[src/rtl/audio_pkg.sv]
// Shared types and sound-effect ROM layout for the audio arbiter.
package audio_pkg;

  typedef enum logic [1:0] {
    ST_WAIT = 2'd0,
    ST_BGM  = 2'd1,
    ST_SFX  = 2'd2
  } audio_state_t;

  typedef logic [1:0] sfx_id_t;

  localparam sfx_id_t SFX_NONE = 2'd3;

  // Index 0 drop, 1 line_clear, 2 game_over.
  localparam logic [2:0][13:0] SFX_BASE = {14'd6144, 14'd2048, 14'd0};
  localparam logic [2:0][13:0] SFX_LEN  = {14'd8192, 14'd4096, 14'd2048};

  // First ROM address of an effect.
  function automatic logic [13:0] sfx_base(input sfx_id_t id);
    case (id)
      2'd0:    sfx_base = SFX_BASE[0];
      2'd1:    sfx_base = SFX_BASE[1];
      2'd2:    sfx_base = SFX_BASE[2];
      default: sfx_base = 14'd0;
    endcase
  endfunction

  // Last ROM address of an effect.
  function automatic logic [13:0] sfx_last(input sfx_id_t id);
    case (id)
      2'd0:    sfx_last = SFX_BASE[0] + SFX_LEN[0] - 14'd1;
      2'd1:    sfx_last = SFX_BASE[1] + SFX_LEN[1] - 14'd1;
      2'd2:    sfx_last = SFX_BASE[2] + SFX_LEN[2] - 14'd1;
      default: sfx_last = 14'd0;
    endcase
  endfunction

endpackage

[src/rtl/audio_tick_div.sv]
// Note-rate divider: pulses tick on the last cycle of every NOTE_CYCLES period.
module audio_tick_div #(
  parameter int NOTE_CYCLES = 91
) (
  input  logic Clk,
  input  logic Reset,
  input  logic en,
  output logic tick
);

  localparam int CW = (NOTE_CYCLES > 1) ? $clog2(NOTE_CYCLES) : 1;
  localparam logic [CW-1:0] LAST = CW'(NOTE_CYCLES - 1);

  logic [CW-1:0] cnt_q;
  logic [CW-1:0] cnt_d;

  // Next count: wrap at LAST, hold while disabled.
  always_comb begin
    cnt_d = cnt_q;
    if (en) begin
      if (cnt_q == LAST) begin
        cnt_d = {CW{1'b0}};
      end else begin
        cnt_d = cnt_q + {{(CW-1){1'b0}}, 1'b1};
      end
    end else begin
      cnt_d = cnt_q;
    end
  end

  // Counter register with synchronous reset.
  always_ff @(posedge Clk) begin
    if (Reset) begin
      cnt_q <= {CW{1'b0}};
    end else begin
      cnt_q <= cnt_d;
    end
  end

  assign tick = en & (cnt_q == LAST);

endmodule

[src/rtl/audio_arbiter.sv]
// BGM sequencer and priority SFX arbiter feeding one sample stream to the codec.
module audio_arbiter
  import audio_pkg::*;
#(
  parameter int BGM_LEN     = 54832,
  parameter int NOTE_CYCLES = 91
) (
  input  logic        Clk,
  input  logic        Reset,
  input  logic        INIT_FINISH,
  input  logic        data_over,
  output logic        INIT,
  input  logic        pause,
  input  logic [2:0]  sfx_req,
  output logic [16:0] bgm_addr,
  input  logic [15:0] bgm_data,
  output logic [13:0] sfx_addr,
  input  logic [15:0] sfx_data,
  output logic [15:0] sample_out,
  output logic        sfx_busy,
  output logic [1:0]  sfx_id
);

  localparam logic [16:0] BGM_LAST = 17'(BGM_LEN - 1);

  audio_state_t state_q, state_d;
  logic [2:0]   pending_q, pending_d;
  logic [16:0]  bgm_addr_q, bgm_addr_d;
  logic [13:0]  sfx_addr_q, sfx_addr_d;
  sfx_id_t      sfx_id_q, sfx_id_d;
  logic [15:0]  sample_out_q, sample_out_d;

  logic    tick;
  logic    step;
  sfx_id_t hi_id;
  logic    start;
  logic    sfx_end;
  logic [2:0] clr;

  audio_tick_div #(.NOTE_CYCLES(NOTE_CYCLES)) u_tick_div (
    .Clk   (Clk),
    .Reset (Reset),
    .en    (state_q != ST_WAIT),
    .tick  (tick)
  );

  assign step = tick & data_over;

  // Highest-priority pending request.
  always_comb begin
    if (pending_q[2]) begin
      hi_id = 2'd2;
    end else if (pending_q[1]) begin
      hi_id = 2'd1;
    end else if (pending_q[0]) begin
      hi_id = 2'd0;
    end else begin
      hi_id = SFX_NONE;
    end
  end

  // Start/preempt decision on tick; end-of-effect detection on step.
  always_comb begin
    start = 1'b0;
    if (tick && (pending_q != 3'b000)) begin
      case (state_q)
        ST_BGM:  start = 1'b1;
        ST_SFX:  start = (hi_id >= sfx_id_q);
        default: start = 1'b0;
      endcase
    end else begin
      start = 1'b0;
    end
    sfx_end = (state_q == ST_SFX) && step && !start &&
              (sfx_addr_q == sfx_last(sfx_id_q));
  end

  // FSM next state.
  always_comb begin
    state_d = state_q;
    case (state_q)
      ST_WAIT: state_d = INIT_FINISH ? ST_BGM : ST_WAIT;
      ST_BGM:  state_d = start ? ST_SFX : ST_BGM;
      ST_SFX: begin
        if (start) begin
          state_d = ST_SFX;
        end else if (sfx_end) begin
          state_d = ST_BGM;
        end else begin
          state_d = ST_SFX;
        end
      end
      default: state_d = ST_WAIT;
    endcase
  end

  // FSM outputs decoded from the registered state.
  always_comb begin
    INIT     = 1'b1;
    sfx_busy = (state_q == ST_SFX);
  end

  // Datapath next values: pending set/clear, addresses, sample mux.
  always_comb begin
    clr       = start ? (3'b001 << hi_id) : 3'b000;
    // A new pulse for the effect being started re-arms it (set wins).
    pending_d = (pending_q & ~clr) | sfx_req;

    if (step && !pause) begin
      bgm_addr_d = (bgm_addr_q == BGM_LAST) ? 17'd0 : (bgm_addr_q + 17'd1);
    end else begin
      bgm_addr_d = bgm_addr_q;
    end

    if (start) begin
      sfx_addr_d = sfx_base(hi_id);
      sfx_id_d   = hi_id;
    end else if (sfx_end) begin
      sfx_addr_d = sfx_addr_q;
      // With requests still queued the next tick restarts playback.
      sfx_id_d   = (pending_q == 3'b000) ? SFX_NONE : sfx_id_q;
    end else if ((state_q == ST_SFX) && step) begin
      sfx_addr_d = sfx_addr_q + 14'd1;
      sfx_id_d   = sfx_id_q;
    end else begin
      sfx_addr_d = sfx_addr_q;
      sfx_id_d   = sfx_id_q;
    end

    case (state_q)
      ST_SFX:  sample_out_d = sfx_data;
      ST_BGM:  sample_out_d = pause ? 16'd0 : bgm_data;
      default: sample_out_d = 16'd0;
    endcase
  end

  // State register.
  always_ff @(posedge Clk) begin
    if (Reset) begin
      state_q <= ST_WAIT;
    end else begin
      state_q <= state_d;
    end
  end

  // Datapath registers.
  always_ff @(posedge Clk) begin
    if (Reset) begin
      pending_q    <= 3'b000;
      bgm_addr_q   <= 17'd0;
      sfx_addr_q   <= 14'd0;
      sfx_id_q     <= SFX_NONE;
      sample_out_q <= 16'd0;
    end else begin
      pending_q    <= pending_d;
      bgm_addr_q   <= bgm_addr_d;
      sfx_addr_q   <= sfx_addr_d;
      sfx_id_q     <= sfx_id_d;
      sample_out_q <= sample_out_d;
    end
  end

  assign bgm_addr   = bgm_addr_q;
  assign sfx_addr   = sfx_addr_q;
  assign sfx_id     = sfx_id_q;
  assign sample_out = sample_out_q;

endmodule

[config.mk]
export PLATFORM = sky130hd
export DESIGN_NAME = audio_arbiter
export DESIGN_NICKNAME = d
export VERILOG_FILES = /design/src/rtl/audio_pkg.sv /design/src/rtl/audio_tick_div.sv /design/src/rtl/audio_arbiter.sv
export SDC_FILE = /design/constraint.sdc
export NUM_CORES = 1
export LEC_CHECK = 0
export CORE_MARGIN = 2
export CORE_UTILIZATION = 45
export CTS_CLUSTER_DIAMETER = 80
export DETAILED_ROUTE_END_ITERATION = 8
export DONT_BUFFER_PORTS = 1
export GPL_ROUTABILITY_DRIVEN = 0
export GPL_TIMING_DRIVEN = 0
export PLACE_DENSITY = 0.63
export SYNTH_ARGS = -nofsm -noshare
export SYNTH_HDL_FRONTEND = slang
export SYNTH_HIERARCHICAL = 1
export SYNTH_SLANG_ARGS = --single-unit
[constraint.sdc]
create_clock -name Clk -period 4.9 [get_ports Clk]
set_input_delay 0 -clock Clk [delete_from_list [all_inputs] [get_ports Clk]]
set_output_delay 0 -clock Clk [all_outputs]
set_load 0.03 [all_outputs]
# Word-level counts from Yosys, hierarchy flattened
# Index checks and enable logic that the tools add are counted.
[word_totals] input_bits=40 ff_bits=61
[classes] n_eq_ne=10 n_mux=23 n_lt_le_gt_ge=1 bitwise=5 add_sub_neg=3 shift=1 reduce_logical=17
[op_table] operator="14-bit 2-to-1 mux" count=3
[op_table] operator="14-bit one-hot mux with 3 select lines" count=1
[op_table] operator="16-bit one-hot mux with 2 select lines" count=1
[op_table] operator="13-bit one-hot mux with 2 select lines" count=1
[op_table] operator="2-bit 2-to-1 mux" count=9
[op_table] operator="17-bit by 1-bit adder with 17-bit output, second input constant" count=1
[op_table] operator="17-bit by 16-bit equality test with 1-bit output, second input constant" count=1
[op_table] operator="17-bit 2-to-1 mux" count=1
[op_table] operator="16-bit 2-to-1 mux" count=1
[op_table] operator="14-bit by 1-bit adder with 14-bit output, second input constant" count=1
[op_table] operator="14-bit equality test" count=1
[op_table] operator="2-bit nonzero test" count=4
[op_table] operator="7-bit by 1-bit adder with 7-bit output, second input constant" count=1
[op_table] operator="7-bit equality test, second input constant" count=1
[op_table] operator="7-bit 2-to-1 mux" count=1
[op_table] operator="2-bit by 1-bit equality test with 1-bit output, second input constant" count=3
[op_table] operator="2-bit equality test, second input constant" count=3
[op_table] operator="2-bit one-hot mux with 3 select lines" count=1
[op_table] operator="1-bit logical AND" count=5
[op_table] operator="2-bit logical NOT" count=2
[op_table] operator="2-bit AND reduction" count=2
[op_table] operator="3-bit bitwise AND" count=1
[op_table] operator="3-bit logical NOT" count=1
[op_table] operator="3-bit 2-to-1 mux" count=1
[op_table] operator="other kinds (10)" count=13

# Depth between registers and ports, before layout
# Gate-level depths: netlist of the first run.
[depth] word_depth=12 ltp_mapped=12 depth_no_buf=10

# Modules after synthesis
# Netlist of the first run, hierarchy kept.
[modules_own_cells] module="audio_arbiter" cells_each=314 instances=1 area_per_inst_um2=2687.6 seq_area_each_um2=1081.0
[modules_own_cells] module="audio_tick_div" cells_each=38 instances=1 area_per_inst_um2=355.3 seq_area_each_um2=140.1

# Worst setup path before layout of the first run
# No wires, ideal clock.
[synth_path] path_kind="register to register" start="register state_q[0]" end="register sfx_addr_q[5] (netlist: sfx_addr[5])" synth_period_minus_slack_ns=2.852 setup_slack_ns=2.048 path_stages_with_launch=13 path_buffers=2 t_arrival_ns=2.733 path_cell_list="dfxtp_1 -> inv_1 -> ha_1 -> inv_1 -> clkbuf_8 -> nand2_1 -> nor3_1 -> nand3_2 -> or4_4 -> a221oi_2 -> buf_4 -> a211oi_1 -> o221a_1"
[synth_between] elab_chain_cells=9 elab_cells_between_ends=16 classes_between="3 x eq/ne; 3 x mux; 2 x bitwise; 8 x reduce/logical"
[synth_lines] item="start: declaration" line_no="audio_arbiter.sv:26" rtl="audio_state_t state_q, state_d;"
[synth_lines] item="start signal: assignment" line_no="audio_arbiter.sv:142" rtl="state_q <= state_d;"
[synth_lines] item="2-bit nonzero test (*)" line_no="audio_arbiter.sv:43" rtl=".en (state_q != ST_WAIT),"
[synth_lines] item="1-bit bitwise AND (*)" line_no="audio_tick_div.sv:40" rtl="assign tick = en & (cnt_q == LAST);"
[synth_lines] item="via tick" line_no="audio_arbiter.sv:33" rtl="logic tick;"
[synth_lines] item="1-bit logical AND" line_no="audio_arbiter.sv:65" rtl="if (tick && (pending_q != 3'b000)) begin"
[synth_lines] item="1-bit 2-to-1 mux" line_no="audio_arbiter.sv:65"
[synth_lines] item="1-bit logical NOT" line_no="audio_arbiter.sv:74" rtl="sfx_end = (state_q == ST_SFX) && step && !start &&"
[synth_lines] item="1-bit logical AND (2 in a row)" line_no="audio_arbiter.sv:74"
[synth_lines] item="2-bit != test (no source line)"
[synth_lines] item="2-bit AND reduction (no source line)"
[synth_lines] item="end signal: assignment" line_no="audio_arbiter.sv:157" rtl="sfx_addr_q <= sfx_addr_d;"
[synth_lines] item="end: declaration" line_no="audio_arbiter.sv:29" rtl="logic [13:0] sfx_addr_q, sfx_addr_d;"
# Mark *: on every way through the listed nets, which the timed path passes. The rest lies on a longest branch.
# A chain may end at the register's enable or synchronous reset.

# Worst setup path after layout of the first run
# Ends and elaborated chain as after synthesis.

==> impl_metrics.env, run 1 <==
export IMPL_ios=91
export IMPL_drive_gt1_share_pct=7.62
export IMPL_worst_slack_ns=1.58
export IMPL_slew_headroom_pct=38.3
export IMPL_drtAntennaViolNets=0
export IMPL_pre_cts_ws_ns=1.61
export IMPL_htree_levels=3
export IMPL_hold_buffers=39
export IMPL_critPathRequiredTime_ns=5.12
export IMPL_die_h_um=86.2
export IMPL_cp_depth=12
export IMPL_post_cts_buffers=0
export IMPL_tritoncts="done"
export IMPL_row_count=29
export IMPL_power_density_nw_per_um2=278
export IMPL_seq_area_frac_synth_pct=40.1
export IMPL_synth_nets=404
export IMPL_path_max_fanout=10
export IMPL_track_usage_pct=22.1
export IMPL_worst_setup_path_end_kind="flip-flop"
export IMPL_clock_path_buffers=2
export IMPL_wirelength_mm=7.93
export IMPL_numPortBuffers=0
export IMPL_final_net_count=454
export IMPL_viasPerCell=5.76
export IMPL_cts_root_buf="clkbuf_8"
export IMPL_timing_rr_start="state_q[0]"
export IMPL_stdcell_count=484
export IMPL_die_w_um=86.2
export IMPL_worstPathCellList="inv_1, ha_1, inv_1, clkbuf_8, nand2_1, nor3_1, nand3_2, or4_4, a221oi_2, buf_4, a211oi_1, o221a_1"
export IMPL_hold_viol=0
export IMPL_hold_class="in -> reg"
export IMPL_setup_viol=0
export IMPL_ys_types=52
export IMPL_async_reset_ff_share_pct=0
export IMPL_grt_pass1_vias=2619
export IMPL_hold_start="Reset"
export IMPL_fin_skew_ns=0.0134
export IMPL_syn_area_um2=3040
export IMPL_hold_path_depth=3
export IMPL_rsz0062_at_grt="false"
export IMPL_cts_made_buffers=9
export IMPL_worstSetupPathType="reg -> reg"
export IMPL_setup_worst_path_start="state_q[0]"
export IMPL_worst_slew_pin_slew_ns=0.917
export IMPL_slowest_stage="or4_4"
export IMPL_crit_buf_inv=4
export IMPL_start_kind="flip-flop"
export IMPL_finalMaxSlewViolations=0
export IMPL_wl_per_cell_um=16.4
export IMPL_num_vias=2787
export IMPL_drc=0
export IMPL_cts_repair_resized=0
export IMPL_fin_crit_ns=3.32
export IMPL_period_share_pct=67.8
export IMPL_ys_flop_type="dfxtp_1"
export IMPL_cp_common_cell="inv_1"
export IMPL_drv_cap=0
export IMPL_path_delay_family="simple AND/OR/NAND/NOR gates"
export IMPL_core_um2=6460
export IMPL_clkLatencyLatePin_ns=0.35
export IMPL_grt_overflow_total=0
export IMPL_synth_edf_count=0
export IMPL_drt_pre_antenna_iters=6
export IMPL_ys_seq_elements=61
export IMPL_dp_cells=429
export IMPL_yosysWarningCount=6
export IMPL_grt_start_max_net_pins=12
export IMPL_status="complete, no violations"
export IMPL_setup_tns_ns=0
export IMPL_drtIter0Drc=136
export IMPL_synth_cells=352
export IMPL_max_vdd_ir_drop_mv=0.160
export IMPL_place_hpwl_mm=5.08
export IMPL_syn_area_per_cell_um2=8.64
export IMPL_slowest_delay_ns=0.62
export IMPL_worstPathArrival_ns=3.54
export IMPL_nFillCells=574
export IMPL_antenna_cells=0
export IMPL_initial_core_util_pct=47.1
export IMPL_fmax_ghz=0.301
export IMPL_antenna_found_initial=0
export IMPL_numClockSinks=61
export IMPL_area_delta_synth_final_pct=22.6
export IMPL_fp_dieArea_um2=7440
export IMPL_worstRegToRegCells=12
export IMPL_clk_pin_slew_worst_paths_ns=0.07
export IMPL_power_leakage_nw=1.31
export IMPL_grt_pass1_wl_mm=12.8
-- placed cells by master, fill, tap and decap left out, types with 3 or more instances in the layout --
master,Yosys,layout
nor3_1,6,6
xor2_1,14,14
nand2b_1,11,11
nand2_1,33,33
and2_1,3,3
nand4_1,7,7
nor4_1,4,4
clkbuf_8,1,11
nor2_1,44,44
and3_1,6,6
a21oi_1,19,19
xnor2_1,5,5
ha_1,12,12
inv_1,10,10
mux2i_1,10,10
o21bai_1,3,3
nor2b_1,3,3
buf_2,4,4
o21ai_0,10,10
a211oi_1,7,7
or3_1,7,7
dfxtp_1,61,61
clkbuf_1,6,7
a22oi_1,17,17
dlygate4sd3_1,0,39
nand3_1,18,18
-- path summary, 6_finish.rpt --
| path | slack, ns | to |
|---|---|---|
| setup reg to reg | 1.58 | sfx_addr[5] |
| setup / recovery | 1.58 | sfx_addr[5] |
| hold / removal | 0.02 | sfx_addr[3] |
| hold reg to reg | 0.50 | u_tick_div/cnt_q[6] |
-- through the flow --
| stage | hold slack (ns) | cell area, µm² | util, % | power (mW) |
|---|---|---|---|---|
| after CTS | 0.0184 | 3730 | 57.7 | 1.04 |
| after global placement | 0.0674 | 3140 | 48.6 | 0.564 |
| after floorplan | 0.0662 | 3040 | - | 0.556 |
| final | 0.0179 | 3730 | 57.7 | 1.04 |
| after detailed placement | 0.0696 | 3140 | 48.6 | 0.566 |
| after global routing | 0.0319 | 3730 | 57.7 | 1.08 |
-- final cells by class --
cell class                 instances  area (µm²)  share of cell area, %
timing repair buffer              39         390                   10.5
clock buffer                      11         141                   3.79
multi-input combinational        267        1710                   45.8
sequential                        61        1220                   32.7
buffer                            14        75.1                   2.01
clock inverter                     5        58.8                   1.58
tap                               77        96.3                   2.58
inverter                          10        37.5                   1.01
-- worst reg2reg max path, stage by stage, from the launching register on --
cell and delay (ns):
dfxtp_1 0.37, inv_1 0.08, ha_1 0.21, inv_1 0.06, clkbuf_8 0.15, nand2_1 0.11, nor3_1 0.48, nand3_2 0.28
or4_4 0.62, a221oi_2 0.30, buf_4 0.22, a211oi_1 0.08, o221a_1 0.25
-- metal layers --
metal / vias up / wire length, µm / global-route usage (%) / part of all wire [%]
li1: 1365 / - / - / -
met1: 1301 / 3360 / 27.0 / 42
met2: 90 / 3840 / 35.6 / 48
met3: 31 / 458 / 6.76 / 5.8
met4: 0 / 268 / 10.7 / 3.4
met5: - / 0 / 0 / 0
-- where the power goes --
group	total (mW)	internal [mW]	switching, mW	leakage [nW]
logic	0.0692	0.0355	0.0337	0.724
clock network	0.457	0.250	0.207	0.0959
registers	0.510	0.501	0.00858	0.493
-- flip-flops by register name, indices dropped and copies added, names as in the netlist --
signal and flops:
bgm_addr 17, pending_q 3, sample_out 16, sfx_addr 14, sfx_id 2, state_q 2, u_tick_div/cnt_q 7
-- synthesized netlist by cell type, types with 10 or more instances --
master | count | area [µm²]
dfxtp_1 | 61 | 1220
nor2_1 | 44 | 165
nand2_1 | 33 | 124
a21oi_1 | 19 | 95.1
nand3_1 | 18 | 90.1
a22oi_1 | 17 | 128
xor2_1 | 14 | 123
ha_1 | 12 | 150
nand2b_1 | 11 | 68.8
inv_1 | 10 | 37.5
mux2i_1 | 10 | 100
o21ai_0 | 10 | 50.1
-- cell families (layout without fill, tap and decap cells) --
family / count (synthesis) / after routing / synth area share [%]
xor+xnor: 19 / 19 / 5.47
simple gates: 154 / 154 / 25.5
fa+ha+maj: 12 / 12 / 4.93
flops: 61 / 61 / 40.1
buf+inv: 24 / 79 / 3.70
other cells: 1 / 1 / 0.123
compound gates: 71 / 71 / 16.8
mux: 10 / 10 / 3.29
No activity file was read; power rests on OpenSTA's default activity.
==> run 2, diff against run 1 <==
--- a/config.mk
+++ b/config.mk
@@ -12,7 +12,7 @@
 export DONT_BUFFER_PORTS = 1
 export GPL_ROUTABILITY_DRIVEN = 0
 export GPL_TIMING_DRIVEN = 0
-export PLACE_DENSITY = 0.63
+export PLACE_DENSITY = 0.65
 export SYNTH_ARGS = -nofsm -noshare
 export SYNTH_HDL_FRONTEND = slang
 export SYNTH_HIERARCHICAL = 1
==> constraint.sdc (replaced) <==
create_clock -name Clk -period 2.7 [get_ports Clk]
set_input_delay 0 -clock Clk [delete_from_list [all_inputs] [get_ports Clk]]
set_output_delay 0 -clock Clk [all_outputs]
set_load 0.03 [all_outputs]
==> impl_metrics.env, run 2 (synthesized netlist as in run 1, its figures left out) <==
export IMPL_final_net_count=467
export IMPL_fp_dieArea_um2=7440
export IMPL_core_um2=6460
export IMPL_switching_share_pct=26.3
export IMPL_hold_end="bgm_addr[2]"
export IMPL_antenna_cells=0
export IMPL_cell_internal_pwr_mw=1.32
export IMPL_final_area_um2=3880
export IMPL_fin_crit_ns=2.58
export IMPL_worst_setup_path_end_kind="flip-flop"
export IMPL_start_kind="flip-flop"
export IMPL_grt_pass1_wl_mm=12.6
export IMPL_hold_start="Reset"
export IMPL_largest_reg_flops=17
export IMPL_htree_levels=3
export IMPL_hold_viol=0
export IMPL_drtIter0Drc=94
export IMPL_drc=0
export IMPL_drv_cap=0
export IMPL_period_share_pct=95.6
export IMPL_hold_class="in -> reg"
export IMPL_comb_power_share_pct=7.8
export IMPL_clock_path_buffers=2
export IMPL_wl_met2_mm=4.09
export IMPL_power_leakage_nw=1.40
export IMPL_max_vdd_ir_drop_mv=0.228
export IMPL_wl_per_cell_um=16.2
export IMPL_worstPathArrival_ns=2.80
export IMPL_regArea_um2=1230
export IMPL_tritoncts="done"
export IMPL_row_count=29
export IMPL_rsz0062_at_grt="true"
export IMPL_wl_met3_um=432
export IMPL_grt_pass1_vias=2584
export IMPL_grt_start_max_net_pins=13
export IMPL_clkLatencyLatePin_ns=0.34
export IMPL_worstSetupPathType="reg -> reg"
export IMPL_numClockSinks=61
export IMPL_hold_path_depth=2
export IMPL_fin_skew_ns=0.0134
export IMPL_power_density_nw_per_um2=461
export IMPL_pwr_share_clk_pct=40.5
export IMPL_drt_met1_wl_mm=3.37
export IMPL_r2r_slack_ns=0.12
export IMPL_status="complete, no violations"
export IMPL_seq_power_share_pct=51.7
export IMPL_switchingPower_mw=0.471
export IMPL_nFillCells=550
export IMPL_drive_gt1_share_pct=14.3
export IMPL_worstRegToRegCells=10
export IMPL_setup_viol=0
export IMPL_timing_rr_start="u_tick_div/cnt_q[0]"
export IMPL_routed_top_layer="met4"
export IMPL_layout_common_cells="56 x dfxtp_1, 42 x nor2_1, 39 x dlygate4sd3_1, 32 x nand2_1"
export IMPL_grt_overflow_total=0
export IMPL_post_dp_cell_area_um2=3150
export IMPL_track_usage_pct=21.8
export IMPL_wirelength_mm=8.06
export IMPL_slew_headroom_pct=65.1
export IMPL_rr_endpoint="sfx_addr[5]"
export IMPL_area_delta_synth_final_pct=27.6
export IMPL_ios=91
export IMPL_worst_slew_pin_slew_ns=0.520
export IMPL_clk_pin_slew_worst_paths_ns=0.07
export IMPL_num_vias=2776
export IMPL_die_w_um=86.2
export IMPL_cts_made_buffers=9
export IMPL_numPortBuffers=0
export IMPL_viasPerCell=5.59
export IMPL_critPathRequiredTime_ns=2.92
export IMPL_drt_pre_antenna_iters=4
export IMPL_place_hpwl_mm=5.01
export IMPL_initial_core_util_pct=47.1
export IMPL_final_common_cell="dfxtp_1"
export IMPL_antenna_found_initial=0
export IMPL_die_h_um=86.2
export IMPL_drtAntennaViolNets=0
export IMPL_multiInputGateArea_um2=1780
export IMPL_path_max_fanout=7
export IMPL_cts_root_buf="clkbuf_8"
export IMPL_post_route_util_pct=60.1
export IMPL_finalMaxSlewViolations=0
export IMPL_fmax_ghz=0.387
==> run 2: changes by cell type in the layout (fill, tap and decap cells not counted), moves of 3 or more <==
cell / previous run / this run
dfxtp_1: 61 / 56
dfxtp_2: 0 / 4
clkinv_4: 0 / 3
buf_4: 2 / 14
==> run 2: worst max-delay path by stage <==
| stage | slack, ns | start | endpoint |
|---|---|---|---|
| 2_1_floorplan | 0.02 | state_q[0] | sfx_addr[5] |
| 3_3_place_gp | -0.25 | state_q[0] | sfx_addr[5] |
| 3_5_place_dp | -0.29 | state_q[0] | sfx_addr[5] |
| 4_1_cts | 0.01 | state_q[1] | sfx_addr[5] |
| 5_1_grt | -0.03 | u_tick_div/cnt_q[0] | sfx_addr[13] |
| 6_report | 0.12 | u_tick_div/cnt_q[0] | sfx_addr[5] |
==> run 2: per-layer routing <==
layer,track usage (%),vias to the layer above
li1,-,1390
met1,26.6,1293
met2,35.4,79
met3,7.71,14
met5,0,-
met4,8.66,0
==> run 2: per-stage QoR <==
step / setup TNS [ns] / setup WS, ns / hold slack (ns) / cells / total power [mW]
after floorplan: 0 / 0.0164 / 0.0662 / 352 / 1.01
final: 0 / 0.118 / 0.0340 / 497 / 1.79
after detailed placement: -3.32 / -0.293 / 0.0714 / 429 / 1.03
after CTS: 0 / 0.0123 / 0.0245 / 488 / 1.79
after global placement: -2.58 / -0.249 / 0.0675 / 429 / 1.02
after global routing: -0.0424 / -0.0269 / 0.0552 / 497 / 1.86
==> run 2: final cells by class <==
class | count | area share [%]
Sequential cell | 61 | 31.7
Clock inverter | 7 | 1.29
Timing Repair Buffer | 52 | 12.6
Inverter | 10 | 0.967
Buffer | 14 | 2.06
Tap cell | 77 | 2.48
Multi-Input combinational cell | 267 | 45.8
Clock buffer | 9 | 3.19
==> run 2: power by group through the flow <==
stage	registers, mW	clock network [mW]	logic [mW]
4_1_cts	0.925	0.738	0.125
3_5_place_dp	0.946	0	0.0812
3_3_place_gp	0.945	0	0.0785
2_1_floorplan	0.943	0	0.0659
6_report	0.925	0.724	0.139
5_1_grt	0.926	0.779	0.155
==> run 2: timing repair <==
action                     CTS  global route
setup endpoints to repair   23            27
pin swaps                    4             6
hold buffers                39             0
hold endpoints to repair    45             0
resized for setup           10            13
buffers inserted             4             9
==> run 2: critical path, stage by stage, from the launching register on <==
cell and delay, ns:
dfxtp_4 0.35, inv_1 0.05, ha_1 0.15, nand4b_1 0.18
nor3_4 0.27, nand3_4 0.12, or4_4 0.55, a221oi_4 0.31
buf_6 0.17, a211oi_1 0.07, o221a_1 0.25
